## src/rtl/servo_pkg.sv

```systemverilog
// Shared definitions for the servo ramp controller: FSM states, register map,
// default timing constants and the pulse clamp helper.
package servo_pkg;

    typedef enum logic [2:0] {
        ST_INIT,
        ST_IDLE,
        ST_MOVE,
        ST_EMIT,
        ST_DONE
    } servo_state_t;

    localparam logic [7:0] ADDR_TARGET = 8'h00;
    localparam logic [7:0] ADDR_STEP   = 8'h04;
    localparam logic [7:0] ADDR_CUR    = 8'h08;
    localparam logic [7:0] ADDR_STATUS = 8'h0C;

    localparam int unsigned DEF_PERIOD        = 2000000;
    localparam int unsigned DEF_PULSE_MIN     = 50000;
    localparam int unsigned DEF_PULSE_MAX     = 250000;
    localparam int unsigned DEF_PULSE_NEUTRAL = 150000;
    localparam logic [19:0] DEF_STEP          = 20'd1000;

    function automatic logic [31:0] clamp_pulse(
        input logic [31:0] value,
        input logic [31:0] lo,
        input logic [31:0] hi
    );
        if (value < lo)
            return lo;
        else if (value > hi)
            return hi;
        else
            return value;
    endfunction

endpackage

```

## src/rtl/servo_ramp_step.sv

```systemverilog
// Combinational saturating step: moves cur toward tgt by at most step and
// never past tgt.
module servo_ramp_step (
    input  logic [31:0] i_cur,
    input  logic [31:0] i_tgt,
    input  logic [31:0] i_step,
    output logic [31:0] o_next_cur,
    output logic        o_at_target
);

    logic        w_up;
    logic [31:0] w_dist;
    logic [31:0] w_delta;

    assign w_up        = (i_tgt >= i_cur);
    assign w_dist      = w_up ? (i_tgt - i_cur) : (i_cur - i_tgt);
    // Limiting the delta to the distance keeps the add/subtract in range.
    assign w_delta     = (i_step < w_dist) ? i_step : w_dist;
    assign o_next_cur  = w_up ? (i_cur + w_delta) : (i_cur - w_delta);
    assign o_at_target = (i_cur == i_tgt);

endmodule

```

## src/rtl/servo_ramp_ctrl.sv

```systemverilog
// Servo ramp controller: steps a committed pulse width toward a bus-written
// target once per PERIOD and forwards each step to the downstream servo.
// Optional register readback is enabled with SERVO_RAMP_READBACK_EN.
module servo_ramp_ctrl
    import servo_pkg::*;
#(
    parameter int unsigned PERIOD        = DEF_PERIOD,
    parameter int unsigned PULSE_MIN     = DEF_PULSE_MIN,
    parameter int unsigned PULSE_MAX     = DEF_PULSE_MAX,
    parameter int unsigned PULSE_NEUTRAL = DEF_PULSE_NEUTRAL
) (
    input  logic        pclk,
    input  logic        nreset,
    input  logic        bus_write_en,
    input  logic        ramp_sel,
    input  logic [7:0]  bus_addr,
    input  logic [31:0] bus_write_data,
    input  logic        bus_read_en,
    output logic [31:0] bus_read_data,
    output logic        servo_wr_en,
    output logic        servo_sel,
    output logic [31:0] servo_wdata,
    output logic        busy,
    output logic        done
);

    localparam logic [31:0] MIN_W     = 32'(PULSE_MIN);
    localparam logic [31:0] MAX_W     = 32'(PULSE_MAX);
    localparam logic [31:0] NEUTRAL_W = 32'(PULSE_NEUTRAL);
    localparam logic [31:0] LAST_CNT  = 32'(PERIOD - 1);

    servo_state_t r_state;
    logic [31:0]  r_cur;
    logic [31:0]  r_tgt;
    logic [31:0]  r_cnt;
    logic [19:0]  r_step;
    logic         r_wr_en;
    logic         r_busy;
    logic         r_done;

    logic         w_wr;
    logic         w_tgt_wr;
    logic         w_step_wr;
    logic         w_tick;
    logic         w_at_target;
    logic [31:0]  w_step_eff;
    logic [31:0]  w_next_cur;

    assign w_wr       = bus_write_en & ramp_sel;
    assign w_tgt_wr   = w_wr && (bus_addr == ADDR_TARGET);
    assign w_step_wr  = w_wr && (bus_addr == ADDR_STEP);
    assign w_tick     = (r_cnt == LAST_CNT);
    assign w_step_eff = (r_step == '0) ? 32'd1 : {12'd0, r_step};

    servo_ramp_step u_step (
        .i_cur       (r_cur),
        .i_tgt       (r_tgt),
        .i_step      (w_step_eff),
        .o_next_cur  (w_next_cur),
        .o_at_target (w_at_target)
    );

    always_ff @(posedge pclk) begin
        if (!nreset) begin
            r_tgt  <= NEUTRAL_W;
            r_step <= DEF_STEP;
        end else begin
            if (w_tgt_wr)
                r_tgt <= clamp_pulse(bus_write_data, MIN_W, MAX_W);
            if (w_step_wr)
                r_step <= bus_write_data[19:0];
        end
    end

    // The period counter only runs in MOVE, so EMIT adds one cycle per step.
    always_ff @(posedge pclk) begin
        if (!nreset) begin
            r_state <= ST_INIT;
            r_cnt   <= '0;
            r_cur   <= NEUTRAL_W;
            r_wr_en <= 1'b0;
            r_busy  <= 1'b0;
            r_done  <= 1'b0;
        end else begin
            r_wr_en <= 1'b0;
            r_done  <= 1'b0;
            case (r_state)
                ST_INIT: begin
                    r_wr_en <= 1'b1;
                    r_cnt   <= '0;
                    if (w_tgt_wr) begin
                        r_state <= ST_MOVE;
                        r_busy  <= 1'b1;
                    end else begin
                        r_state <= ST_IDLE;
                    end
                end
                ST_IDLE: begin
                    if (w_tgt_wr) begin
                        r_state <= ST_MOVE;
                        r_busy  <= 1'b1;
                        r_cnt   <= '0;
                    end
                end
                ST_MOVE: begin
                    if (w_tick) begin
                        r_cur   <= w_next_cur;
                        r_cnt   <= '0;
                        r_wr_en <= 1'b1;
                        r_state <= ST_EMIT;
                    end else begin
                        r_cnt <= r_cnt + 32'd1;
                    end
                end
                ST_EMIT: begin
                    // A fresh target here must not be lost by finishing early.
                    if (w_tgt_wr || !w_at_target) begin
                        r_state <= ST_MOVE;
                    end else begin
                        r_state <= ST_DONE;
                        r_busy  <= 1'b0;
                        r_done  <= 1'b1;
                    end
                end
                ST_DONE: begin
                    if (w_tgt_wr) begin
                        r_state <= ST_MOVE;
                        r_busy  <= 1'b1;
                        r_cnt   <= '0;
                    end else begin
                        r_state <= ST_IDLE;
                    end
                end
                default: begin
                    r_state <= ST_INIT;
                    r_busy  <= 1'b0;
                end
            endcase
        end
    end

    assign servo_wr_en = r_wr_en;
    assign servo_sel   = r_wr_en;
    assign servo_wdata = r_cur;
    assign busy        = r_busy;
    assign done        = r_done;

`ifdef SERVO_RAMP_READBACK_EN
    logic w_rd;
    logic r_done_sticky;

    assign w_rd = bus_read_en & ramp_sel;

    // A completion coinciding with a status read stays visible for the next read.
    always_ff @(posedge pclk) begin
        if (!nreset)
            r_done_sticky <= 1'b0;
        else if (r_done)
            r_done_sticky <= 1'b1;
        else if (w_rd && (bus_addr == ADDR_STATUS))
            r_done_sticky <= 1'b0;
    end

    always_comb begin
        bus_read_data = '0;
        if (w_rd) begin
            case (bus_addr)
                ADDR_TARGET: bus_read_data = r_tgt;
                ADDR_STEP:   bus_read_data = {12'd0, r_step};
                ADDR_CUR:    bus_read_data = r_cur;
                ADDR_STATUS: bus_read_data = {30'd0, r_done_sticky, r_busy};
                default:     bus_read_data = '0;
            endcase
        end
    end
`else
    logic w_unused_rd;

    assign w_unused_rd   = bus_read_en;
    assign bus_read_data = '0;
`endif

endmodule
```

## config.mk

```make
export PLATFORM = sky130hd
export DESIGN_NAME = servo_ramp_ctrl
export DESIGN_NICKNAME = d
export VERILOG_FILES = /design/src/rtl/servo_pkg.sv /design/src/rtl/servo_ramp_step.sv /design/src/rtl/servo_ramp_ctrl.sv
export SDC_FILE = /design/constraint.sdc
export NUM_CORES = 1
export LEC_CHECK = 0
export CORE_UTILIZATION = 35
export CTS_BUF_LIST = sky130_fd_sc_hd__clkbuf_4 sky130_fd_sc_hd__clkbuf_8 sky130_fd_sc_hd__clkbuf_16
export CTS_CLUSTER_SIZE = 10
export DETAILED_ROUTE_END_ITERATION = 16
export GPL_ROUTABILITY_DRIVEN = 0
export GPL_TIMING_DRIVEN = 0
export PLACE_DENSITY = 0.54
export REMOVE_ABC_BUFFERS = 1
export SLEW_MARGIN = 15
export SYNTH_ARGS = -nofsm -noshare
export SYNTH_HDL_FRONTEND = slang
export SYNTH_SLANG_ARGS = --single-unit
export TNS_END_PERCENT = 50
```

## constraint.sdc

```tcl
create_clock -name pclk -period 10.5 [get_ports pclk]
set_input_delay 2.1 -clock pclk [delete_from_list [all_inputs] [get_ports pclk]]
set_output_delay 2.1 -clock pclk [all_outputs]
set_load 0.005 [all_outputs]
```

==> flow_summary.json <==
{
  "status": "completed",
  "seq_area_sq_um": 2440,
  "die_w_um": 186,
  "tightest_slew_ns": 1.30,
  "cp_slowest_cell": "or4b_2",
  "synth_edf_count": 0,
  "synthDistinctLibCells": 91,
  "crit_fanout": 13,
  "coreArea_sq_um": 32900,
  "wl_um": 36900,
  "ys_ff_latch": 122,
  "vias_per_cell": 5.48,
  "drt-pass1-iter-count": 5,
  "cts_made_buffers": 17,
  "postSynthAreaPerCell_sq_um": 7.39,
  "drtIter0Drc": 964,
  "r2r-end": "servo_wdata[30]$_SDFFE_PN0P_",
  "track_usage_pct": 21.5,
  "drive_gt1_share_pct": 7.01,
  "post_drt_wl_per_cell_um": 17.7,
  "vias": 11418,
  "synthArstFlopShare_pct": 0,
  "setup_viol": 0,
  "cp-end-kind": "register",
  "drc": 0,
  "reg2reg_depth": 46,
  "area_growth_syn_to_layout_pct": 14.7,
  "fill_cells": 3497,
  "vdd.ir_drop.worst_mv": 0.101,
  "reg2reg_slack_ns": 0.59,
  "ys_warn_count": 0,
  "antenna_found_initial": 1,
  "grt_pass1_wl_um": 57800,
  "synthFlopType": "dfxtp_1",
  "yosysSeqAreaShare_pct": 20.7,
  "cp-start-kind": "register",
  "hold_violations": 0,
  "clkSinkCount": 122,
  "p_leak_nw": 5.90,
  "tritoncts": "yes",
  "die_area_sq_um": 34400,
  "start_util_pct": 35.9,
  "fin_skew_ns": 0.0111,
  "die_y_um": 186,
  "grt_overflow": 0,
  "hp-class": "reg2reg",
  "detail-route-antenna-nets": 0,
  "num_rows": 66,
  "crit_type": "reg2reg",
  "numPortBuffers": 79,
  "synth_cells": 1596,
  "p_per_area_nw_per_um2": 90.1,
  "cts_max_level": 4,
  "drv_slew": 0,
  "worst_path_largest_cell_delay_ns": 0.60,
  "max-cap-violations": 0,
  "grt_max_degree": 46,
  "setup.worst_path.end": "servo_wdata[30]$_SDFFE_PN0P_",
  "fin_nets": 1793,
  "r2r-start": "servo_wdata[0]$_SDFFE_PN0P_",
  "clock_latency_ns": 0.43,
  "cts_root_buf": "clkbuf_16",
  "max-slew-margin-rel_pct": 12.3,
  "fmax_ghz": 0.101,
  "grt_pass1_vias": 10410,
  "io_pins": 113,
  "dp_cells": 2032,
  "multiInputGateArea_sq_um": 8610,
  "synthesis.area_sq_um": 11800,
  "final_util_pct": 41.1,
  "cp.required_ns": 10.82,
  "clk_transition_reported_paths_ns": 0.06,
  "tns_ns": 0,
  "post-route-period-util_pct": 94.3,
  "startpoint": "servo_wdata[0]$_SDFFE_PN0P_",
  "min_period_ns": 9.91,
  "dp_hpwl_um": 27700,
  "instances_no_fill": 2084,
  "arrival_ns": 10.22,
  "cts_buffer_depth": 2
}
==> per-layer routing <==
| metal | vias to the layer above | global-route usage, % | share of wire, % |
|---|---|---|---|
| li1 | 5678 | - | - |
| met4 | 0 | 5.64 | 1.5 |
| met1 | 5382 | 30.5 | 49 |
| met2 | 321 | 34.2 | 45 |
| met5 | - | 0 | 0 |
| met3 | 37 | 2.31 | 4.8 |
==> repair_timing <==
action / CTS / global route
buffers inserted: 2 / 14
pin swaps: 2 / 5
hold buffers: 0 / 0
cloned: 2 / 1
resized for setup: 8 / 17
endpoints found under the hold margin: 0 / 0
endpoints found under the setup margin: 15 / 12
==> registers in the layout, indices dropped and copies added, names as in the netlist <==
| signal | flops |
|---|---|
| r_cnt | 32 |
| r_tgt | 32 |
| servo_wdata | 32 |
| r_step | 20 |
| r_state | 3 |
| busy | 1 |
| done | 1 |
| servo_sel | 1 |
==> kinds of logic after synthesis <==
family | after synthesis | synth area share, %
xor+xnor | 104 | 7.72
other cells | 1 | 0.0318
mux | 30 | 2.61
fa+ha+maj | 121 | 13.0
simple gates | 545 | 22.7
flops | 122 | 20.7
buf+inv | 220 | 8.56
compound gates | 453 | 24.7
==> per-stage QoR <==
stage               instance area [sq um]  total power [W]  hold slack, ns  worst slack [ns]
floorplan                           11300         0.000578           0.436              1.36
global placement                    12600         0.000631           0.446             -1.84
detailed placement                  12700         0.000635           0.457             -1.48
CTS                                 13300          0.00122           0.466            0.0153
global route                        13500          0.00127           0.487           -0.0167
finish                              13500          0.00122           0.462             0.594
==> worst min path at each step <==
stage | from | end | slack [ns] | depth (start not counted)
final | r_tgt[26]$_SDFFE_PN0P_ | r_tgt[26]$_SDFFE_PN0P_ | 0.46 | 2
after global routing | r_tgt[28]$_SDFFE_PN0P_ | r_tgt[28]$_SDFFE_PN0P_ | 0.49 | 2
after CTS | r_tgt[28]$_SDFFE_PN0P_ | r_tgt[28]$_SDFFE_PN0P_ | 0.47 | 2
after detailed placement | r_tgt[28]$_SDFFE_PN0P_ | r_tgt[28]$_SDFFE_PN0P_ | 0.46 | 2
after global placement | r_tgt[18]$_SDFFE_PN0P_ | r_tgt[18]$_SDFFE_PN0P_ | 0.45 | 2
after floorplan | r_step[0]$_SDFFE_PN0P_ | r_step[0]$_SDFFE_PN0P_ | 0.44 | 2
==> cell usage after synthesis (21+ instances only) <==
cell	instances	area share, %
dfxtp_1	122	21
nand3_1	50	2.1
o21ai_0	67	2.8
and3_1	21	1.1
buf_4	36	2.3
mux2i_1	24	2.0
xnor2_1	71	5.3
clkbuf_1	62	2.0
nand2_1	144	4.6
ha_1	117	12
a21oi_1	153	6.5
nor4_1	25	1.3
nand4_1	32	1.7
nor2_1	154	4.9
a21o_1	51	3.2
inv_1	100	3.2
nor3_1	28	1.2
o21a_1	25	1.6
xor2_1	33	2.5
==> report_power, final <==
| group | switching (W) | internal (W) |
|---|---|---|
| Combinational | 0.000102 | 0.0000726 |
| Clock | 0.000246 | 0.000333 |
| Sequential | 0.000000933 | 0.000464 |
==> cell type report <==
type	instances	share of cell area, %
clock buffers	18	3.20
flip-flops and latches	122	18.1
multi-input cells	1288	63.7
inverters	101	2.81
diodes	1	0.0185
well taps	442	4.09
clock inverters	14	1.03
repair buffers	98	7.08
==> critical path, delay by kind of cell (launching register included) <==
family	cells	cell delay [ns]
compound gates	27	5.09
simple gates	11	2.49
fa+ha+maj	4	1.17
buf+inv	3	0.43
flops	1	0.42
xor+xnor	1	0.15
==> cells in the final DEF, fill, tap and decap left out, types with 26 or more instances in the layout <==
cell,count
nand2_1,144
xnor2_1,70
xor2_1,33
clkdlybuf4s50_1,78
ha_1,116
a21o_1,51
dfxtp_1,120
inv_1,100
nand3_1,48
nor3_1,26
nand4_1,32
nor2_1,153
conb_1,32
o21ai_0,66
a21oi_1,150
No activity file was read; power rests on OpenSTA's default activity.
